**src/rtl/packet_serializer.sv**
```systemverilog
// packet_serializer: sends a packet LSB nibble first over a 4-bit valid/ready link with sop/eop markers.
// Define PACKET_SERIALIZER_PARITY_EN to append an XOR parity nibble that carries eop.
module packet_serializer #(
  parameter int NIBBLES    = 6,
  parameter int GAP_CYCLES = 0
) (
  input  logic                 clock,
  input  logic                 clear,
  input  logic [4*NIBBLES-1:0] packet_in,
  input  logic                 packet_valid,
  output logic                 packet_ready,
  output logic [3:0]           nib_out,
  output logic                 nib_valid,
  output logic                 nib_sop,
  output logic                 nib_eop,
  input  logic                 nib_ready,
  output logic                 busy
);
  localparam int IW = NIBBLES > 1 ? $clog2(NIBBLES) : 1;
`ifdef PACKET_SERIALIZER_PARITY_EN
  typedef enum logic [1:0] {IDLE, SEND, PARITY, GAP} state_t;
  localparam bit PAR = 1'b1;
`else
  typedef enum logic [1:0] {IDLE, SEND, GAP} state_t;
  localparam bit PAR = 1'b0;
`endif
  localparam state_t POST = (GAP_CYCLES > 0) ? GAP : IDLE;
`ifdef PACKET_SERIALIZER_PARITY_EN
  localparam state_t DATA_NEXT = PARITY;
`else
  localparam state_t DATA_NEXT = POST;
`endif
  state_t               state, state_d;
  logic [4*NIBBLES-1:0] data;
  logic [IW-1:0]        index;
  logic [3:0]           gap_cnt;
  logic                 accept, last, shift;
  assign packet_ready = state == IDLE && !clear;
  assign busy         = state != IDLE;
  assign accept       = packet_valid && packet_ready;
  assign last         = index == IW'(NIBBLES - 1);
  assign shift        = state == SEND && nib_ready;
`ifdef PACKET_SERIALIZER_PARITY_EN
  logic [3:0] par;
  always_ff @(posedge clock)
    par <= (clear || accept) ? 4'h0 : shift ? par ^ data[3:0] : par;
`endif
  always_ff @(posedge clock)
    state <= clear ? IDLE : state_d;
  always_comb begin
    state_d   = state;
    nib_valid = 1'b0;
    nib_out   = 4'h0;
    nib_sop   = 1'b0;
    nib_eop   = 1'b0;
    case (state)
      IDLE: state_d = accept ? SEND : IDLE;
      SEND: begin
        nib_valid = 1'b1;
        nib_out   = data[3:0];
        nib_sop   = index == '0;
        nib_eop   = last && !PAR;
        state_d   = (nib_ready && last) ? DATA_NEXT : SEND;
      end
`ifdef PACKET_SERIALIZER_PARITY_EN
      PARITY: begin
        nib_valid = 1'b1;
        nib_out   = par;
        nib_eop   = 1'b1;
        state_d   = nib_ready ? POST : PARITY;
      end
`endif
      GAP:     state_d = gap_cnt <= 4'd1 ? IDLE : GAP;
      default: state_d = IDLE;
    endcase
  end
  // the hold register shifts right on each transfer so the current nibble is always data[3:0]
  always_ff @(posedge clock) begin
    if (clear) begin
      data    <= '0;
      index   <= '0;
      gap_cnt <= '0;
    end else begin
      if (accept) begin
        data  <= packet_in;
        index <= '0;
      end else if (shift) begin
        data  <= data >> 4;
        index <= last ? index : index + IW'(1);
      end
      if (state != GAP && state_d == GAP) gap_cnt <= 4'(GAP_CYCLES);
      else if (state == GAP) gap_cnt <= gap_cnt - 4'd1;
    end
  end
endmodule

```
**config.mk**
```make
export PLATFORM = sky130hd
export DESIGN_NAME = packet_serializer
export DESIGN_NICKNAME = d
export VERILOG_FILES = /design/src/rtl/packet_serializer.sv
export SDC_FILE = /design/constraint.sdc
export NUM_CORES = 1
export LEC_CHECK = 0
export CELL_PAD_IN_SITES_DETAIL_PLACEMENT = 1
export CELL_PAD_IN_SITES_GLOBAL_PLACEMENT = 2
export CORE_ASPECT_RATIO = 1.4
export CORE_UTILIZATION = 31
export DETAILED_ROUTE_END_ITERATION = 6
export PLACE_DENSITY_LB_ADDON = 0.2
export SLEW_MARGIN = 20
export SYNTH_ARGS = -nofsm -noshare
export SYNTH_HDL_FRONTEND = slang
export SYNTH_SLANG_ARGS = --single-unit
```
**constraint.sdc**
```tcl
create_clock -name clock -period 2.8 [get_ports clock]
set_input_delay 0.56 -clock clock [delete_from_list [all_inputs] [get_ports clock]]
set_output_delay 0.56 -clock clock [all_outputs]
set_load 0.05 [all_outputs]
```
==> metrics list, run 1 <==
- For this configuration, the core starts out at a cell density of 0.330.
- For the pin with the worst max-slew slack, the measured transition is 0.500 ns.
- Cell Area, Placed: ~0.002 mm²
- After detailed routing, the number of remaining DRC violations is 0.
* Worst Reg2Reg Path Length in Cells: 3
* I/O Buffers: 36
- Post-CTS repair changed the size of 0 cells.
* Filler Cells Inserted: 630
- TritonCTS built the clock tree.
- The worst pin sits at a relative slew slack of 0.666.
- Entering global routing, the biggest net connects 27 pins.
- WHS Path Cells: 2
- Number of DRC violations after detailed-routing iteration 0: between 50 and 60
- Iteration count of the initial detailed-routing pass: 3
* Master cell of the clock root buffer: clkbuf_8
- Averaged over all synthesized cells, the footprint is approximately 8.4 µm².
- Count of clock tree sinks: 33
- The count of final max-slew check failures was 0.
* Total Die Area: around 0.0056 mm²
- Final Wtd Congestion: ~0.65
- Basic-gate share of the synthesized area counting and, or, nand and nor cells: 0.268
* Parity-gate share of the synthesized area counting xor and xnor cells: 0.0107
* Ports: 37
- Post-layout net count: 260
- In this run, distinct cell masters in the synthesized netlist total 29.
- Hold Buf Count CTS: 0
- Most used flip-flop cell after synthesis: dfxtp_1
- After synthesis the netlist holds a flip-flop and latch count of 33.
- Total vias in the final route: roughly 1400
* Synth-to-layout area growth: 27.9%
- The worst path in the final design needs a cycle of ~2.6 ns, including I/O delays and setup.
* Number of clock buffers inserted by TritonCTS: 5
- STA classifies the critical path endpoint as an output pin.
* Share of flip-flops with an asynchronous set or reset: 0
* Horizontal die dimension: between 60 and 70 µm
- Post-layout power: just over 1 mW
- Clock latency at the later pin of the worst-skew pair: approximately 0.28 ns
- The final-report hold violation count was 0.
- Share of the synthesized area in compound gates (AO/OA/AOI/OAI): 0.198
- After routing the design area is about 0.0021 mm².
- Top library cells by usage in the layout, fill and taps aside: 33 x dfxtp_1, 30 x clkdlybuf4s50_1, 28 x a21oi_1
* Count of maximum capacitance violations: 0
- Number of setup buffers added after CTS: 0
* Data required time of the worst path: ~2.2 ns
- Synthesized Nets: about 230
- Summed over all nets, the half-perimeter wirelength after detailed placement is 2.75 mm.
* Sequential fraction of the synthesis area: 0.404
* Remaining antenna violation count after routing: 0
* Setup TNS: 0 ns
- After detailed routing, the average wire length per cell comes to between 10 and 15 µm.
- Synthesis handed over a netlist of 194 instances.
- Most common cell after layout, fill and taps aside: dfxtp_1
* Number of synthesized flops with an enable pin: 0
* Pwr Density: ~500 mW/mm²
* Ratio of final minimum period to clock period: 0.927
* Arrival time of data at the critical path endpoint: 2.04 ns
- In the global route stage, overall resource usage came out at 0.161.
- The region available for standard cell placement spans 0.00495 mm².
- Of the total synthesized cell area, the portion taken by full adders, half adders and majority gates is 0.0383.
- IR analysis of the VDD net gives a maximum drop of 0.000190 V.
- H-tree levels: 2
- Number of antenna violations at the first check in global routing: 0
- In the final layout, the share of cells above drive strength 1 is 0.141.
* Clock Pin Slew Worst Setup and Hold Paths: ~0.07 ns
- GRT overflow: 0
- Startpoint type of the worst setup path: register
- Status: finished clean
- Leakage power total: between 0.7 and 0.8 nW
- In this run the worst path has a maximum fanout of 11.
- RSZ-0062 raised after global routing: no
- Via count of the first global-routing pass: approximately 1500
* Fmax: roughly 390 MHz
- Setup violations remaining at the end of the flow were counted as 0.
* Number of rows in the core area: 30
- Synth warn: 0
- Type of the worst setup path: reg2out
- Measured along the y axis, the die boundary spans just under 90 µm.
* Global-route wire length before repair: slightly below 7 mm
* Combinational family with the most area after synthesis: simple AND/OR/NAND/NOR gates
* Post-Route WL: around 3.9 mm
* Worst min path class: reg2reg
* DR vias/cell: roughly 4.9
- Clock skew on the completed layout was measured at 0.00444 ns.
* Fraction of synthesized area in multiplexers: 0
* Antenna diode count: 0
- Clock Path Buffers: 2
* Netlist area before placement: ~0.0016 mm²
[registers in the layout (all words and copies together) (netlist names)]
register and count:
index 3, state 2, gap_cnt 4, data 24
[path summary, 6_finish.rpt]
kind / to / slack [ns] / startpoint
max reg2reg: index[2] / 1.26 / state[1]
min: data[2] / 0.46 / data[2]
max: nib_out[3] / 0.20 / state[0]
min reg2reg: data[2] / 0.46 / data[2]
[layout make-up]
cell class | count | area, µm² | share of cell area
Multi-Input combinational cell | 141 | 841 | 0.402
Sequential cell | 33 | 661 | 0.316
Timing Repair Buffer | 42 | 403 | 0.193
Clock buffer | 6 | 82.6 | 0.0395
Tap cell | 64 | 80.1 | 0.0383
Inverter | 4 | 15.0 | 0.00719
Clock inverter | 1 | 7.51 | 0.00359
[critical path: stages (launching register included)]
cell and delay [ns]:
dfxtp_1 0.55, nor2b_1 0.27, and2_1 0.15, clkdlybuf4s50_1 0.80
[Yosys cell counts, types with 2 or more instances]
cell type,n,area (µm²)
nor2_1,19,71.3
a21oi_1,28,140
nor2b_1,2,12.5
dfxtp_1,33,661
nor2_2,6,37.5
and2_1,6,37.5
buf_2,4,20.0
nand3_2,4,40.0
buf_4,2,15.0
buf_6,6,67.6
and3b_1,2,17.5
clkbuf_1,4,15.0
nand2_1,26,97.6
nor3_1,5,25.0
nand3b_1,3,22.5
inv_1,4,15.0
a211oi_1,21,158
ha_1,5,62.6
o21ai_0,2,10.0
nand2b_1,2,12.5
nand3_1,2,10.0
[cell families (layout without fill, tap and decap cells)]
family          after synthesis  after routing
xor+xnor                      2              2
fa+ha+maj                     5              5
flops                        33             33
simple gates                 81             81
compound gates               53             53
buf+inv                      20             53
[routing by layer]
| layer | routed length [µm] | GRT usage | vias up | part of all wire |
|---|---|---|---|---|
| li1 | - | - | 730 | - |
| met1 | 1700 | 0.175 | 679 | 0.43 |
| met4 | 43 | 0.0620 | 0 | 0.011 |
| met2 | 2070 | 0.299 | 27 | 0.53 |
| met5 | 0 | 0 | - | 0 |
| met3 | 129 | 0.0378 | 4 | 0.033 |
[metrics by stage]
step           instances  hold slack [ns]   util  setup slack, ns
4_1_cts              291            0.459  0.422            0.183
3_3_place_gp         284            0.443  0.404            0.552
2_1_floorplan        194            0.431      -            0.310
3_5_place_dp         284            0.449  0.404            0.491
5_1_grt              291            0.476  0.422           0.0904
6_report             291            0.457  0.422            0.203
[report_power, final]
group | total (mW) | internal, mW | switching (mW)
registers | 0.509 | 0.494 | 0.0150
logic | 0.170 | 0.0807 | 0.0898
clock network | 0.359 | 0.194 | 0.165
Power figures use the tool's default switching activity.
==> inputs of run 2 (changes only) <==
- CORE_MARGIN: unset -> 5
- CORE_UTILIZATION: 31 -> 29
- REMOVE_ABC_BUFFERS: unset -> 1
- clock period: 2.8 -> 2.6 ns (I/O delays scaled with it)
==> metrics list, run 2 (synthesis results as in run 1) <==
- Status: finished clean
- Arrival time of data at the critical path endpoint: roughly 1.8 ns
- The count of final max-slew check failures was 0.
* Clock latency at the later pin of the worst-skew pair: ~0.28 ns
- Final setup violation count: 0
- More flip-flops sit in one register than any other, and that register is data.
* Filler Cells Inserted: between 600 and 700
- Clock Path Buffers: 2
- Data on the critical path is required at its endpoint by 2.08 ns.
- Total global-route track usage: 0.128
- Setup repair after global routing left no endpoint under its margin.
- The detail route stage leaves a number of antenna-violating nets equal to 0.
* DR vias/cell: 4.92
* Total vias in the final route: around 1500
- Ports: 37
- Relative slew margins: 0.669
- Input and output buffers added on the ports amount to 36.
- Post-layout min period: between 2 and 2.5 ns
- The largest registers in the layout are data x24, gap_cnt x4, index x3.
- STA classifies the critical path startpoint as a register.
- Final count of hold timing violations: 0
* Post-place setup slack: 0.397 ns
* WHS: ~0.46 ns
* Hold Buf Count CTS: 0
* Source of the critical timing path: state[0]
- Post-detailed-route wirelength per cell: roughly 14 µm
- H-tree levels: 2
- Measured along the x axis, the die boundary spans between 70 and 80 µm.
* Number of gates resized after cts: 0
- Between clock sinks in the finished design, the worst skew comes to about 0.0045 ns.
- Relative to the synthesized area, the layout overhead comes to 29.0%.
* Critical Path End Type: output pin
- Reg-to-reg critical path startpoint: state[1]
- Detailed Place HPWL: about 3.1 mm
- Master cell of the clock root buffer: clkbuf_8
* GRT overflow: 0
* Total Die Area: ~0.0073 mm²
* Iteration count of the initial detailed-routing pass: 2
- Setup TNS: 0 ns
- VDD sags by at most roughly 0.00028 V.
- Most common cell after layout, fill and taps aside: dfxtp_1
- Worst min path class: reg2reg
- The number of placed instances, taps included, is 289.
- Post-layout power: 1.16 mW
- The finished layout holds a little under 300 standard cells, fillers aside.
- Number of antenna violations at the first check in global routing: 0
- Largest net degree at the start of global routing: 26
* Ratio of final minimum period to clock period: 0.905
- The first routing iteration left 56 violations.
* Pin slew with the least headroom to its limit: between 0.4 and 0.5 ns
- Post-Route WL: between 4 and 5 mm
* Count of maximum capacitance violations: 0
* Global-route wire length before repair: 7.44 mm
- The congestion estimate from routability-driven global placement came to 0.812.
- Number of clock buffers inserted by TritonCTS: 5
- TritonCTS built the clock tree.
- Count of clock tree sinks: 33
- Via count of the first global-routing pass: ~1700
- Effective utilization at floorplan: 0.298
* Maximum net fanout on the critical path: 11
- In this run the post-CTS setup repair buffer count came out at 0.
- Leakage power total: between 0.7 and 0.8 nW
- Post-layout net count: approximately 260
* HP Start: data[2]
- The initialized floorplan defines 32 standard-cell rows.
- The worst setup path is of the reg2out kind.
* Top library cells by usage in the layout, fill and taps aside: 33 x dfxtp_1, 28 x a21oi_1, 28 x clkdlybuf4s50_1
- Pwr Density: about 550 mW/mm²
- Floorplan die height: 98.8 µm
- The register with the most flip-flops in the layout has 24 of them.
* Number of remaining DRC errors: 0
- Derived from the worst setup path, the maximum achievable clock frequency is roughly 430 MHz.
* Clock Pin Slew Worst Setup and Hold Paths: roughly 0.070 ns
- Antenna diode count: 0
- Core outline area: around 0.0055 mm²
- Final Worst Setup Slack: 0.247 ns
- In the final layout, the share of cells above drive strength 1 is 0.157.
run 2: where the power goes:
group | leakage (nW) | switching [mW] | internal [mW]
combinational | 0.442 | 0.0978 | 0.0871
clock | 0.0542 | 0.187 | 0.239
sequential | 0.270 | 0.0167 | 0.532
run 2: through the flow:
step / cell area, µm² / util
floorplan: 1520 / -
global placement: 2010 / 0.366
detailed placement: 2010 / 0.366
CTS: 2110 / 0.384
global route: 2110 / 0.384
finish: 2110 / 0.384
run 2: area by class of cell:
class / count / area (µm²) / share of cell area
tap: 68 / 85.1 / 0.0404
multi-input combinational: 141 / 841 / 0.399
clock buffer: 7 / 96.3 / 0.0457
sequential: 33 / 661 / 0.313
timing repair buffer: 43 / 405 / 0.192
clock inverter: 1 / 5.00 / 0.00237
inverter: 4 / 15.0 / 0.00712
run 2: critical path, cell delays in order, from the launching register on:
cell and delay [ns]:
dfxtp_1 0.56, or2_2 0.20, clkdlybuf4s50_1 0.80
run 2: worst paths after layout:
| path | slack [ns] | endpoint | depth (start not counted) |
|---|---|---|---|
| max reg2reg | 1.03 | index[2] | 3 |
| max | 0.25 | busy | 2 |
| min | 0.46 | data[2] | 2 |
| min reg2reg | 0.46 | data[2] | 2 |
run 2: metal layers:
| metal | global-route usage | wire, µm |
|---|---|---|
| met3 | 0.0347 | 155 |
| met5 | 0 | 0 |
| met1 | 0.148 | 1820 |
| met4 | 0.0446 | 52 |
| met2 | 0.220 | 2190 |
==> inputs of run 3 (changes only) <==
- CELL_PAD_IN_SITES_GLOBAL_PLACEMENT: 2 -> 1
- CORE_UTILIZATION: 29 -> 36
==> metrics list, run 3 (synthesis results as in run 1) <==
* HP Start: data[0]
- Across the whole layout, storage elements account for 661 µm².
- The clock period could shrink to 2.32 ns.
- Number of rows in the core area: 29
- Before antenna repair, the detailed router went through 4 iterations.
* Switching portion of total power: 0.263
- IR drop worst, VDD: about 0.00036 V
- Internal power comes to around 0.83 mW.
- The final route contains ~1500 vias.
- Along the worst path, the maximum fanout reaches 11.
- Reg-to-reg setup timing slack: 0.95 ns
* I/O Buffers: 36
- The first global-routing pass estimated slightly above 7 mm of wire.
- Clock latency at the later pin of the worst-skew pair: 0.28 ns
- Number of antenna violations at the first check in global routing: 0
* Total global-route track usage: 0.156
- Ports: 37
* Horizontal die dimension: 66.9 µm
* Clock Pin Slew Worst Setup and Hold Paths: 0.07 ns
- Max reg flops: 24
- Summed over all failing endpoints, the final setup total negative slack is 0 ns.
* Leakage power total: 0.757 nW
* WHS Path Cells: 2
- Post-place setup slack: 0.390 ns
- In the final layout, the share of cells above drive strength 1 is 0.149.
- Final Wtd Congestion: 0.747
* Total Die Area: roughly 0.006 mm²
- End point of the most critical hold path: data[0]
- Fmax: about 430 MHz
- Clock skew on the completed layout was measured at 0.00223 ns.
- For the worst flop-to-flop path, the logic depth is 4.
- RSZ-0062 raised after global routing: no
- In this run, the number of DRC markers left after iteration 0 of detailed routing was 22.
* Number of setup buffers added after CTS: 0
- WHS: roughly 0.46 ns
* Startpoint type of the worst setup path: register
- Pin slew with the least headroom to its limit: a little under 0.5 ns
- Footprint of the multi-input gates: approximately 840 µm²
* Clock network power share: 0.348
- Floorplan die height: 89.7 µm
* Combinational cell fraction of total power: 0.165
* Worst reg2reg path endpoint: data[15]
* Cell Area, Placed: 0.00200 mm²
- The largest registers in the layout are data x24, gap_cnt x4, index x3.
- Master cell of the clock root buffer: clkbuf_8
- The setup path with the least slack is of type reg2out.
- Effective utilization at floorplan: 0.366
* Hold Buf Count CTS: 0
- Final Worst Setup Slack: 0.277 ns
- Headroom to the max-slew limit came out at 0.668.
* GRT overflow: 0
* Count of clock tree sinks: 33
- Number of clock buffers inserted by TritonCTS: 5
* Pwr Density: roughly 540 mW/mm²
- The share of total power dissipated in sequential elements is 0.488.
- The flow ran to the end, and the final reports show no timing, DRC or antenna violations.
* Arrival time of data at the critical path endpoint: roughly 1.8 ns
- The library cells used most frequently in the layout, excluding fill and tap cells, are 33 x dfxtp_1, 28 x a21oi_1, 28 x clkdlybuf4s50_1.
* Post-Route WL: between 4 and 5 mm
- Largest net degree at the start of global routing: 26
- Most common cell after layout, fill and taps aside: dfxtp_1
* Core outline area: around 0.0045 mm²
- From synthesis to final layout, the design area changed by 27.6%.
- The final layout contains between 200 and 300 nets.
- Final setup violation count: 0
* Detailed Place HPWL: about 3.1 mm
- Dividing the final minimum period by the clock period gives 0.894.
- Final count of hold timing violations: 0
- Filler Cells Inserted: roughly 560
- After layout, the design draws a total of approximately 1.1 mW.
- Number of remaining DRC errors: 0
- In this run the worst hold path is classified as reg2reg.
- Remaining antenna violation count after routing: 0
- Reg-to-reg critical path startpoint: state[1]
* Data required time of the worst path: approximately 2.1 ns
* Cell area after layout: 0.00209 mm²
- H-tree levels: 2
- Summed over all nets, the switching power comes to 0.296 mW.
* Via count of the first global-routing pass: 1652
* Antenna diode count: 0
- TritonCTS built the clock tree.
- Max-slew violation count: 0
- Number of gates resized after cts: 0
- After detailed routing, the average wire length per cell comes to approximately 15 µm.
* DR vias/cell: ~5.1
* Clock Path Buffers: 2
- Critical Path End Type: output pin
- Count of maximum capacitance violations: 0
* Top reg by flops: data
run 3: cell count changes in the layout (fill, tap and decap cells not counted), sizes merged:
cell,before,now
clkinv,1,0
run 3: routing by layer:
layer,routed length [µm],global-route usage
met1,1820,0.173
met2,2170,0.269
met3,140,0.0362
met4,95,0.0745
met5,0,0
run 3: per-stage QoR:
stage / std cells / util
3_5_place_dp: 283 / 0.448
6_report: 290 / 0.467
2_1_floorplan: 178 / -
5_1_grt: 290 / 0.467
3_3_place_gp: 283 / 0.448
4_1_cts: 290 / 0.467
run 3: critical path: stages, from the launching register on:
cell and delay (ns):
dfxtp_1 0.54, or2_2 0.19, clkdlybuf4s50_1 0.80
run 3: final cells by class:
type                       instances  area share
clock buffer                       7      0.0414
inverter                           4     0.00720
multi-input combinational        141       0.403
sequential                        33       0.317
tap                               62      0.0372
timing repair buffer              43       0.194
run 3: power by group through the flow:
stage,Combinational [mW],Sequential (mW),Clock (mW)
finish,0.185,0.549,0.391
global route,0.203,0.552,0.431
CTS,0.188,0.549,0.406
detailed placement,0.187,0.560,0
global placement,0.181,0.558,0
floorplan,0.0937,0.556,0
run 3: worst max path at each step:
stage              from       end  slack, ns  depth (start not counted)
2_1_floorplan  state[0]   nib_sop       0.14                          2
5_1_grt        state[0]      busy       0.19                          2
6_report       state[0]      busy       0.28                          2
4_1_cts        state[0]      busy       0.27                          2
3_5_place_dp      clear   data[4]       0.39                          6
3_3_place_gp      clear  data[15]       0.47                          6
